==> config.mk <==
export PLATFORM = sky130hd
export DESIGN_NAME = pic_irq_core
export DESIGN_NICKNAME = d
export VERILOG_FILES = /design/src/rtl/pic_pkg.sv /design/src/rtl/pic_prio_resolver.sv /design/src/rtl/pic_irq_core.sv
export SDC_FILE = /design/constraint.sdc
export NUM_CORES = 1
export LEC_CHECK = 0
export CORE_UTILIZATION = 55
export DETAILED_ROUTE_END_ITERATION = 12
export DONT_BUFFER_PORTS = 1
export GPL_ROUTABILITY_DRIVEN = 0
export PLACE_DENSITY_LB_ADDON = 0.1
export SYNTH_ARGS = -nofsm -noshare
export SYNTH_HDL_FRONTEND = slang
export SYNTH_SLANG_ARGS = --single-unit
==> constraint.sdc <==
create_clock -name clk -period 6.2 [get_ports clk]
set_clock_uncertainty 0.2 [all_clocks]
set_input_delay 0.93 -clock clk [delete_from_list [all_inputs] [get_ports clk]]
set_output_delay 0.93 -clock clk [all_outputs]
set_load 0.02 [all_outputs]
==> src/rtl/pic_pkg.sv <==
// Shared types and index helpers for the interrupt controller core.
// Latency: none (declarations only).
// Backpressure: not applicable.
package pic_pkg;

    // Largest channel count the index arithmetic is sized for.
    localparam int PIC_MAX_IRQ = 32;

    // Request/acknowledge handshake states.
    typedef enum logic [1:0] {
        IDLE = 2'd0,
        PEND = 2'd1,
        ACK  = 2'd2
    } pic_state_t;

    // Channel reached by stepping 'off' places from 'base' around an n-entry ring.
    function automatic int rot_idx(input int base, input int off, input int n);
        return (base + off) % n;
    endfunction

endpackage

==> src/rtl/pic_prio_resolver.sv <==
// Rotating priority encoder: finds the highest-priority set bit, starting at prio_base.
// Latency: purely combinational.
// Backpressure: none; output follows inputs in the same cycle.
module pic_prio_resolver
    import pic_pkg::*;
#(
    parameter int NUM_IRQ = 8,
    parameter int IDX_W   = $clog2(NUM_IRQ)
) (
    input  logic [NUM_IRQ-1:0] req,
    input  logic [IDX_W-1:0]   prio_base,
    output logic               found,
    output logic [IDX_W-1:0]   idx
);

    // Walk the ring from lowest to highest priority so the highest-priority hit is written last.
    always_comb begin
        found = 1'b0;
        idx   = '0;
        for (int off = NUM_IRQ - 1; off >= 0; off--) begin
            if (req[rot_idx(int'(prio_base), off, NUM_IRQ)]) begin
                found = 1'b1;
                idx   = IDX_W'(rot_idx(int'(prio_base), off, NUM_IRQ));
            end
        end
    end

endmodule

==> src/rtl/pic_irq_core.sv <==
// Request latch, fully-nested priority resolver and INTA/EOI handshake (PIC_AEOI_EN: automatic EOI).
// Latency: irq_in edge to int_req 2 cycles; inta to vec_valid 1 cycle.
// Backpressure: int_req holds until inta; requests stay latched in irr while masked or blocked by isr.
module pic_irq_core
    import pic_pkg::*;
#(
    parameter int NUM_IRQ = 8,
    parameter int IDX_W   = $clog2(NUM_IRQ)
) (
    input  logic               clk,
    input  logic               rst_n,
    input  logic [NUM_IRQ-1:0] irq_in,
    input  logic               level_mode,
    input  logic [NUM_IRQ-1:0] imr,
    input  logic               auto_rotate,
    input  logic               inta,
    input  logic               eoi,
    output logic               int_req,
    output logic               vec_valid,
    output logic [IDX_W-1:0]   vec_idx,
    output logic               spurious,
    output logic [NUM_IRQ-1:0] irr,
    output logic [NUM_IRQ-1:0] isr
);

    pic_state_t         state;
    pic_state_t         state_nxt;

    logic [NUM_IRQ-1:0] prev_irq;
    logic [NUM_IRQ-1:0] irr_q;
    logic [NUM_IRQ-1:0] isr_q;
    logic [IDX_W-1:0]   prio_base;

    logic [NUM_IRQ-1:0] cand_req;
    logic               cand_found;
    logic [IDX_W-1:0]   cand_idx;
    logic               top_found;
    logic [IDX_W-1:0]   top_idx;
    logic [IDX_W-1:0]   cand_rank;
    logic [IDX_W-1:0]   top_rank;
    logic               eligible;

    logic               ack_take;
    logic               ack_spur;
    logic [NUM_IRQ-1:0] ack_set;
    logic [NUM_IRQ-1:0] edge_set;
    logic [NUM_IRQ-1:0] irr_nxt;

    logic               retire;
    logic [IDX_W-1:0]   retire_idx;
    logic [NUM_IRQ-1:0] retire_clr;
    logic [NUM_IRQ-1:0] isr_nxt;
    logic [IDX_W-1:0]   base_nxt;

    // Masked bits stay latched in irr; they are only hidden from the resolver.
    assign cand_req = irr_q & ~imr;

    pic_prio_resolver #(
        .NUM_IRQ   (NUM_IRQ),
        .IDX_W     (IDX_W)
    ) u_cand_resolver (
        .req       (cand_req),
        .prio_base (prio_base),
        .found     (cand_found),
        .idx       (cand_idx)
    );

    pic_prio_resolver #(
        .NUM_IRQ   (NUM_IRQ),
        .IDX_W     (IDX_W)
    ) u_isr_resolver (
        .req       (isr_q),
        .prio_base (prio_base),
        .found     (top_found),
        .idx       (top_idx)
    );

    // Rank 0 is the highest priority; ranks are distances from prio_base around the ring.
    assign cand_rank = IDX_W'(rot_idx(int'(cand_idx), NUM_IRQ - int'(prio_base), NUM_IRQ));
    assign top_rank  = IDX_W'(rot_idx(int'(top_idx),  NUM_IRQ - int'(prio_base), NUM_IRQ));

    // Fully nested: a request only interrupts a strictly lower-priority service.
    assign eligible = cand_found && (!top_found || (cand_rank < top_rank));

    // The candidate is re-resolved in the inta cycle; a vanished request becomes a spurious ack.
    assign ack_take = (state == PEND) && inta && eligible;
    assign ack_spur = (state == PEND) && inta && !eligible;
    assign ack_set  = ack_take ? (NUM_IRQ'(1) << cand_idx) : '0;

    // Edge set is OR-ed after the ack clear so a same-cycle new edge stays latched.
    assign edge_set = irq_in & ~prev_irq;
    assign irr_nxt  = level_mode ? irq_in : ((irr_q & ~ack_set) | edge_set);

`ifdef PIC_AEOI_EN
    // Automatic EOI retires the channel acknowledged in the previous cycle; eoi is unused.
    assign retire     = (state == ACK) && !spurious;
    assign retire_idx = vec_idx;
`else
    // Non-specific EOI retires the highest-priority in-service channel.
    assign retire     = eoi && top_found;
    assign retire_idx = top_idx;
`endif

    // Retire acts on the pre-ack isr, so a bit set on this edge is never the one cleared.
    assign retire_clr = retire ? (NUM_IRQ'(1) << retire_idx) : '0;
    assign isr_nxt    = (isr_q & ~retire_clr) | ack_set;
    assign base_nxt   = (retire && auto_rotate) ?
                        IDX_W'(rot_idx(int'(retire_idx), 1, NUM_IRQ)) : prio_base;

    // Handshake state register.
    always_ff @(posedge clk or negedge rst_n) begin
        if (!rst_n) begin
            state <= IDLE;
        end else begin
            state <= state_nxt;
        end
    end

    // Next-state and handshake outputs; inta outside PEND is ignored.
    always_comb begin
        state_nxt = state;
        int_req   = 1'b0;
        vec_valid = 1'b0;
        case (state)
            IDLE: begin
                if (eligible) begin
                    state_nxt = PEND;
                end
            end
            PEND: begin
                int_req = 1'b1;
                if (inta) begin
                    state_nxt = ACK;
                end else if (!eligible) begin
                    state_nxt = IDLE;
                end
            end
            ACK: begin
                vec_valid = 1'b1;
                state_nxt = IDLE;
            end
            default: begin
                state_nxt = IDLE;
            end
        endcase
    end

    // Request, in-service, rotation and vector registers.
    always_ff @(posedge clk or negedge rst_n) begin
        if (!rst_n) begin
            prev_irq  <= '0;
            irr_q     <= '0;
            isr_q     <= '0;
            prio_base <= '0;
            vec_idx   <= '0;
            spurious  <= 1'b0;
        end else begin
            prev_irq  <= irq_in;
            irr_q     <= irr_nxt;
            isr_q     <= isr_nxt;
            prio_base <= base_nxt;
            if (ack_take) begin
                vec_idx  <= cand_idx;
                spurious <= 1'b0;
            end else if (ack_spur) begin
                vec_idx  <= IDX_W'(NUM_IRQ - 1);
                spurious <= 1'b1;
            end
        end
    end

    assign irr = irr_q;
    assign isr = isr_q;

endmodule

==> results.cfg <==
[status]
outcome = completed

[global_routing]
grt_antenna_before_repair = 0
grt_pass1_vias = 2903
gr-total-overflow = 0
grt_max_degree = 34
grt_pass1_wl_mm = 15.10
grt.total_usage_pct = 30.85

[routing]
drc = 0
ant_nets = 0
wire_per_inst_microns = 21.15
first_pass_iters = 6
vias = 3040
wirelength_mm = 9.350
drt_iter0_markers = 276
vias_per_cell = 6.878

[layout]
final_area_sq_um = 3664
antenna_cells = 0
final_nets = 402
stdcell_count = 442
syn2layout_area_growth_pct = 6.010
fillers = 484
seqCellArea_sq_um = 825.8
multiInputGateArea_sq_um = 2450
drive_above_1_share_pct = 16.89

[clocking]
cts_resized = 0
root_buffer = clkbuf_8
cts_buffer_depth = 2
cts_buffers = 5
postCtsHoldBufs = 0
clk_latency_ps = 290
cts_sinks = 33
cts.clk_slew.worst_paths_ps = 70
cts_setup_buffers = 0
htreeDepth = 2
cts_tree = built

[logic_synthesis]
synthesis.area_sq_um = 3456
synth_edf_count = 0
avgSynthCellArea_sq_um = 9.520
synth-seq-area-share_pct = 23.90
synthArstFlopShare_pct = 100.0
ys.flop_type = dfrtp_1
synth.distinct_cells = 72
synth.ff_latch_count = 33
yosys_warnings = 0
syn_nets = 399
syn_inst = 363

[sta]
slew_headroom_pct = 31.72
hold_violations = 0
layout_min_cycle_time_ps = 5660
drv_slew = 0
final.setup.worst_slack_ps = 539.6
timing.fmax_ghz = 0.1767
setup_viol = 0
setup_tns_ps = 0
period_share_pct = 91.30
rsz0062_at_grt = false
worst_pin_slew_ps = 1015

[worst_setup_path]
slowest_stage = dfrtp_1
critPathLaunchType = flop
setup.worst_path.end_class = flop
path_max_fanout = 15
required_ps = 6180
crit_family = compound AO/OA/AOI/OAI gates
slowest_delay_ps = 890
cp_num_buf_inv = 1
crit_type = flop to flop
path_cells = xor2_2 -> mux4_2 -> mux2i_1 -> o21ai_0 -> a21oi_1 -> a211o_1 -> inv_1 -> ha_1 -> fa_1 -> xnor2_1 -> xnor2_1 -> ha_1 -> a21oi_1 -> a21oi_2 -> nor4_4 -> or4b_1 -> a32o_1
r2r_slack_ps = 540
critPathArrivalTime_ps = 5640

[min_path]
hold_class = input port to asynchronous set/reset pin

[placed_design]
io_buffers = 0
dp_hpwl_mm = 7.280
place_inst = 434
post_dp_cell_area_sq_um = 3548
place_ws_ps = 510.7

[floorplan]
core_area_sq_um = 5991
io_pins = 44
die_w_microns = 81.27
start_util_pct = 57.69
die_y_microns = 81.27
rows = 28
die_area_sq_um = 6604

[job]
drv_cap = 0
==> cell type report <==
class | instances | share of cell area, %
clock buffer | 5 | 1.878
timing repair buffer | 14 | 2.869
multi-input combinational | 293 | 66.87
inverter | 19 | 2.015
clock inverter | 3 | 1.264
sequential | 33 | 22.54
tap | 75 | 2.561
==> per-layer routing <==
metal | wire, microns | GRT usage, %
met3 | 748 | 4.944
met4 | 274 | 12.14
met5 | 0 | 0
met1 | 3982 | 42.44
met2 | 4345 | 48.42
==> cell families after synthesis <==
logic type | count (synthesis) | share of synthesized area, %
AND/OR/NAND/NOR | 134 | 20.46
AO/OA/AOI/OAI | 87 | 18.90
multiplexers | 47 | 22.38
buffers and inverters | 37 | 5.214
flip-flops | 33 | 23.90
adder cells (fa/ha/maj) | 14 | 5.503
XOR/XNOR | 11 | 3.657
==> final timing paths <==
| kind | start | endpoint | cells past startpoint |
|---|---|---|---|
| worst min-delay path | rst_n | isr[6] | 0 |
| worst max-delay path | prio_base[2] | irr[5] | 17 |
| worst min register to register | prev_irq[6] | irr[6] | 2 |
| max in group asynchronous | rst_n | state[0] | 0 |
| min in group clk | prev_irq[6] | irr[6] | 2 |
| worst max register to register | prio_base[2] | irr[5] | 17 |
==> sequential cells by signal, summed over array words and instances (netlist names) <==
signal,flops
prio_base,3
spurious,1
state,2
irr,8
prev_irq,8
vec_idx,3
isr,8
==> cell usage after synthesis (all sizes together), types with 2 or more instances <==
| master | number | area [sq um] |
|---|---|---|
| nand2 | 46 | 172.7 |
| dfrtp | 33 | 825.8 |
| nor2 | 25 | 93.84 |
| mux2i | 22 | 232.7 |
| mux4 | 22 | 506.7 |
| inv | 19 | 73.82 |
| a21oi | 14 | 73.82 |
| o21ai | 14 | 70.07 |
| nor2b | 13 | 81.33 |
| ha | 12 | 150.1 |
| nand2b | 12 | 75.07 |
| buf | 11 | 80.07 |
| a32o | 8 | 80.08 |
| nand3 | 8 | 45.04 |
| o211ai | 8 | 60.06 |
| xnor2 | 8 | 85.08 |
| clkbuf | 7 | 26.28 |
| nand4 | 7 | 43.79 |
| a211oi | 5 | 37.54 |
| a2111oi | 4 | 36.29 |
| and2 | 4 | 25.03 |
| nor3 | 4 | 31.28 |
| o221ai | 4 | 35.03 |
| a21o | 3 | 22.52 |
| a22oi | 3 | 22.52 |
| a311oi | 3 | 26.28 |
| mux2 | 3 | 33.78 |
| or4b | 3 | 30.03 |
| xor2 | 3 | 41.29 |
| a211o | 2 | 17.52 |
| a21boi | 2 | 15.02 |
| fa | 2 | 40.04 |
| nand4b | 2 | 17.52 |
| nor3b | 2 | 15.01 |
| nor4 | 2 | 27.53 |
| o21a | 2 | 15.01 |
| o32ai | 2 | 17.52 |
| or2 | 2 | 12.51 |
==> through the flow <==
step	hold WS [ps]	util (%)
floorplan	314.0	-
global placement	333.1	59.23
detailed placement	339.1	59.23
CTS	120.4	61.15
global route	114.6	61.15
finish	129.6	61.15
==> cell usage in the layout, fill, tap and decap left out, types with 3 or more instances in the layout <==
master,n
mux4_1,3
a22oi_1,3
xnor2_1,6
a21oi_1,13
mux4_2,19
a21o_1,3
buf_4,14
nand2_1,46
and2_1,3
nor3_1,3
a2111oi_0,3
inv_1,14
o211ai_1,8
clkbuf_8,5
nor2b_1,13
o21ai_0,14
o221ai_1,4
or4b_1,3
mux2_2,3
a32o_1,8
a211oi_1,5
ha_1,12
inv_2,4
nand2b_1,12
nor2_1,25
dfrtp_1,33
a311oi_1,3
nand3_1,7
mux2i_1,21
nand4_1,7
Power is left out: the tool's default activity adds up to more than one toggle a clock period on the data nets, which glitch-free logic cannot reach.
